**config.mk**
```make
export PLATFORM = sky130hd
export DESIGN_NAME = cache_arbiter
export DESIGN_NICKNAME = d
export VERILOG_FILES = /design/src/rtl/cache_arbiter_pkg.sv /design/src/rtl/cache_arbiter.sv
export SDC_FILE = /design/constraint.sdc
export NUM_CORES = 1
export LEC_CHECK = 0
export BUFFER_PORTS_ARGS = -buffer_cell sky130_fd_sc_hd__clkbuf_2
export CAP_MARGIN = 0
export CORE_AREA = 5 5 535 537
export DETAILED_ROUTE_END_ITERATION = 10
export DIE_AREA = 0 0 540 542
export GPL_ROUTABILITY_DRIVEN = 0
export SLEW_MARGIN = 20
export SYNTH_ARGS = -nofsm -noshare
export SYNTH_HDL_FRONTEND = slang
export SYNTH_SLANG_ARGS = --single-unit
```
**constraint.sdc**
```tcl
create_clock -name clk -period 2 [get_ports clk]
set_input_delay 0.2 -clock clk [delete_from_list [all_inputs] [get_ports clk]]
set_output_delay 0.2 -clock clk [all_outputs]
set_load 0.02 [all_outputs]
```
**src/rtl/cache_arbiter_pkg.sv**
```systemverilog
// Shared types for the I/D cache line-port arbiter.
package cache_arb_types;

  typedef enum logic [1:0] {
    IDLE    = 2'd0,
    SERVE_I = 2'd1,
    SERVE_D = 2'd2,
    DONE    = 2'd3
  } arb_state_t;

  typedef enum logic [1:0] {
    OP_NONE  = 2'd0,
    OP_READ  = 2'd1,
    OP_WRITE = 2'd2
  } arb_op_t;

endpackage

```
**src/rtl/cache_arbiter.sv**
```systemverilog
// Arbitrates the single memory line port between I-cache reads and D-cache reads/writebacks.
// D-cache has priority; a saturating counter forces an I grant after STARVE_LIMIT D grants.
module cache_arbiter
  import cache_arb_types::*;
#(
  parameter int unsigned LINE_W       = 256,
  parameter int unsigned STARVE_LIMIT = 4
) (
  input  logic              clk,
  input  logic              rst,
  input  logic              i_read,
  input  logic [31:0]       i_addr,
  output logic              i_resp,
  output logic [LINE_W-1:0] i_rdata,
  input  logic              d_read,
  input  logic              d_write,
  input  logic [31:0]       d_addr,
  input  logic [LINE_W-1:0] d_wdata,
  output logic              d_resp,
  output logic [LINE_W-1:0] d_rdata,
  output logic              mem_read,
  output logic              mem_write,
  output logic [31:0]       mem_addr,
  output logic [LINE_W-1:0] mem_wdata,
  input  logic              mem_resp,
  input  logic [LINE_W-1:0] mem_rdata
);

  localparam int unsigned CNT_W = $clog2(STARVE_LIMIT + 1);

  arb_state_t       state;
  arb_state_t       state_nxt;
  arb_op_t          op_q;
  logic [CNT_W-1:0] starve_cnt;
  logic             i_pend;
  logic             d_pend;
  logic             starved;
  logic             grant_i;
  logic             grant_d;
  logic             serving;

  // Grant decision, only meaningful while IDLE.
  always_comb begin
    i_pend  = i_read;
    d_pend  = d_read | d_write;
    starved = i_pend && d_pend && (starve_cnt == CNT_W'(STARVE_LIMIT));
    grant_i = 1'b0;
    grant_d = 1'b0;
    if (state == IDLE) begin
      if (starved)     grant_i = 1'b1;
      else if (d_pend) grant_d = 1'b1;
      else if (i_pend) grant_i = 1'b1;
    end
  end

  assign serving = (state == SERVE_I) || (state == SERVE_D);

  always_ff @(posedge clk or negedge rst) begin
    if (!rst) state <= IDLE;
    else      state <= state_nxt;
  end

  // Next state plus the combinational response path back to the caches.
  always_comb begin
    state_nxt = state;
    i_resp    = 1'b0;
    d_resp    = 1'b0;
    i_rdata   = '0;
    d_rdata   = '0;
    case (state)
      IDLE: begin
        if (grant_i)      state_nxt = SERVE_I;
        else if (grant_d) state_nxt = SERVE_D;
      end
      SERVE_I: begin
        if (mem_resp) begin
          i_resp    = 1'b1;
          i_rdata   = mem_rdata;
          state_nxt = DONE;
        end
      end
      SERVE_D: begin
        if (mem_resp) begin
          d_resp    = 1'b1;
          if (op_q == OP_READ) d_rdata = mem_rdata;
          state_nxt = DONE;
        end
      end
      DONE:    state_nxt = IDLE;
      default: state_nxt = IDLE;
    endcase
  end

  // Grant capture: mem_* come only from these registers so requester changes cannot leak through.
  always_ff @(posedge clk or negedge rst) begin
    if (!rst) begin
      op_q       <= OP_NONE;
      mem_read   <= 1'b0;
      mem_write  <= 1'b0;
      mem_addr   <= '0;
      mem_wdata  <= '0;
      starve_cnt <= '0;
    end else if (grant_i) begin
      op_q       <= OP_READ;
      mem_read   <= 1'b1;
      mem_write  <= 1'b0;
      mem_addr   <= i_addr;
      mem_wdata  <= '0;
      starve_cnt <= '0;
    end else if (grant_d) begin
      op_q      <= d_write ? OP_WRITE : OP_READ;
      mem_read  <= ~d_write;
      mem_write <= d_write;
      mem_addr  <= d_addr;
      mem_wdata <= d_write ? d_wdata : '0;
      if (!i_pend)
        starve_cnt <= '0;
      else if (starve_cnt != CNT_W'(STARVE_LIMIT))
        starve_cnt <= starve_cnt + CNT_W'(1);
    end else if (serving && mem_resp) begin
      op_q      <= OP_NONE;
      mem_read  <= 1'b0;
      mem_write <= 1'b0;
    end
  end

`ifndef SYNTHESIS
  // Read and writeback together is a requester bug; writeback wins in the grant above.
  rd_wr_exclusive: assert property (@(posedge clk) disable iff (!rst) !(d_read && d_write))
    else $error("cache_arbiter: d_read and d_write asserted together");
`endif

endmodule

```
==> flow_metrics.tcl <==
set metrics [dict create \
    ys_seq_area_share_pct 50.2 \
    rows 195 \
    period_share_pct 129 \
    r2r_end "mem_wdata[141]" \
    hold_end "mem_addr[24]" \
    clock_path_buffers 3 \
    drt_iter0_drc 1730 \
    clock_skew_ps 58.0 \
    via_count 20496 \
    internal_power_mw 19.9 \
    synth_commonest_cells "295 x dfrtp_1, 259 x and2_1, 257 x a22o_1, 256 x and3_1, 68 x clkbuf_1" \
    crit_path_start "state[0]" \
    drive_gt1_share_pct 53.0 \
    holdWs_ps 81.2 \
    place_hpwl_um 195000 \
    ir_worst_vdd_mv 0.736 \
    finalHoldViolations 0 \
    synthFlopType "dfrtp_1" \
    finalNetCount 3682 \
    timing.fmax_mhz 388 \
    antenna_found_initial 167 \
    dieHeight_um 542 \
    stdcell_count 6959 \
    synth.most_common_cell "dfrtp_1" \
    route.detailed.drc 0 \
    pin_count 1386 \
    status "finished, violations left" \
    async_flop_share_pct 100 \
    wirelength_um 222000 \
    power_frac_comb_pct 57.9 \
    core_region_area_mm2 0.281 \
    dpl_worst_slack_ps -120 \
    synthTopCellsByArea "dfrtp_1 50%, a22o_1 15%, and2_1 11%" \
    hp-start "d_addr[24]" \
    path_class "register to output pin" \
    synth-edff-count 0 \
    yosys.area.top_type_share_pct 50.2 \
    hold_depth 4 \
    ctsRootBufferMaster "clkbuf_16" \
    p_sw_share_pct 50.5 \
    postSynthAreaPerCell_um2 10.5 \
    final_area_mm2 0.0345 \
    grt_remaining_overflow 0 \
    drtAntennaViolNets 0 \
    area_growth_pct 134 \
    synth_nets 1989 \
    clock-sinks 295 \
    crit_path_end_kind "output pin" \
    vias_per_cell 2.95 \
    dpl-instance-area_mm2 0.0282 \
    max-slew-margin-rel_pct 52.0 \
    synth_top_area_cell "dfrtp_1" \
    slew_viol_final 0 \
    r2r_slack_ps -150 \
    insertion_delay_ps 630 \
    setup-tns-final_ps -245110 \
    wire_per_inst_um 31.9 \
    syn-instance-count 1401 \
    syn_area_mm2 0.0147 \
    h-tree-depth 2 \
    critPathLaunchType "register" \
    io_buffers 1385 \
    reg2reg_from "state[0]" \
    fillCellCount 31966 \
    yosysWarnings 0 \
    clk_pin_slew_ps 70 \
    layout_setup_ws_ps -579 \
    worst_pin_slew_ps 720 \
    die_area_mm2 0.293 \
    placed_cells 6457 \
    violations "setup timing" \
    reg2reg_depth 9 \
    cp_max_fo 24 \
    grt_use_total_pct 14.2 \
    grt_pass1_vias 20193 \
    cts_tree "done" \
    initial_utilization_pct 5.24 \
    leakage_nw 16.9 \
    seqPwrFrac_pct 24.0 \
    drt_pass1_iterations 6 \
    die_w_um 540 \
    drv_cap 0 \
    cts_buffers 35 \
    p_switching_mw 20.3 \
    min_path_type "input port to register" \
    post-route-min-period_ps 2580 \
    pwr-share-clk_pct 18.2 \
    yosys_register_bits 295 \
    grt_max_degree 143 \
    setup_violations 723 \
    cp.arrival_ps 2380 \
    crit_required_ps 1800 \
    rsz0062_at_grt "true" \
    synth_cell_types 33 \
    powerDensity_mw_per_mm2 1170 \
    grt_pass1_wl_um 262000 \
]
layout make-up:
cell class	instances	area, µm²	share of cell area, %
timing repair buffer	1822	14200	41.3
clock inverter	21	332	0.961
sequential	295	7380	21.4
antenna	96	240	0.696
clock buffer	42	942	2.73
tap	3743	4680	13.6
inverter	8	30.0	0.0870
multi-input combinational	932	6650	19.3
critical path, stage by stage (launching register included):
cell	delay (ps)
dfrtp_1	390
inv_2	60
ha_1	130
and2_4	140
and3b_4	210
buf_12	180
buf_6	270
and2_1	240
buf_12	140
placed cells by master, fill, tap and decap left out, types with 3 or more instances in the layout:
cell / n
buf_12: 145
buf_16: 5
a31oi_1: 32
clkbuf_8: 52
clkbuf_2: 1158
clkbuf_16: 43
buf_8: 20
a21oi_1: 33
inv_1: 7
dlygate4sd3_1: 320
clkbuf_1: 3
and2_1: 177
and3_1: 256
dfrtp_1: 295
ha_1: 5
a22o_1: 257
buf_6: 37
clkinvlp_4: 5
buf_4: 66
nor2_1: 32
nand3_1: 3
o22ai_1: 3
diode_2: 96
and2_4: 82
o21ai_0: 35
bufinv_16: 6
clkbuf_4: 12
sequential cells by signal, summed over array words and instances (netlist names):
register	count
mem_addr	32
mem_wdata	256
mem_write	1
op_q	1
starve_cnt	3
state	2
metal layers:
layer / wire [µm] / vias up / GRT usage, %
met5: 729 / - / 1.07
met4: 9460 / 40 / 5.76
met3: 45100 / 434 / 13.1
met2: 97800 / 1635 / 22.2
met1: 68800 / 9824 / 12.9
li1: - / 8563 / -
cells by family after synthesis:
logic type	synth area share, %
fa+ha+maj	0.510
simple gates	23.0
compound gates	19.7
mux	0.145
buf+inv	6.46
flops	50.2
worst max-delay path by stage:
stage	slack, ps	to
finish	-580	d_rdata[4]
global route	-710	d_rdata[145]
CTS	-650	d_rdata[246]
detailed placement	-120	d_rdata[87]
global placement	-100	d_rdata[248]
floorplan	170	d_rdata[215]
power by group through the flow:
stage               combinational [mW]  sequential, mW  clock, mW
floorplan                         6.94            12.0          0
finish                            23.3            9.64       7.30
CTS                               23.4            9.62       7.57
global placement                  22.3            9.59          0
global route                      25.0            9.89       7.71
detailed placement                22.3            9.61          0
repair_timing:
item,4_1_cts,5_1_grt
buffers inserted,9,1
cloned,4,9
endpoints found under the setup margin,528,730
hold endpoints to repair,583,0
pin swaps,12,1
resized for setup,201,177
hold buffers,320,0
metrics by stage:
step / power (mW) / util [%]
after detailed placement: 31.9 / 10.0
after CTS: 40.6 / 12.0
final: 40.2 / 12.3
after floorplan: 18.9 / -
after global routing: 42.6 / 12.3
after global placement: 31.9 / 10.0
(Power assumes the default switching activity.)
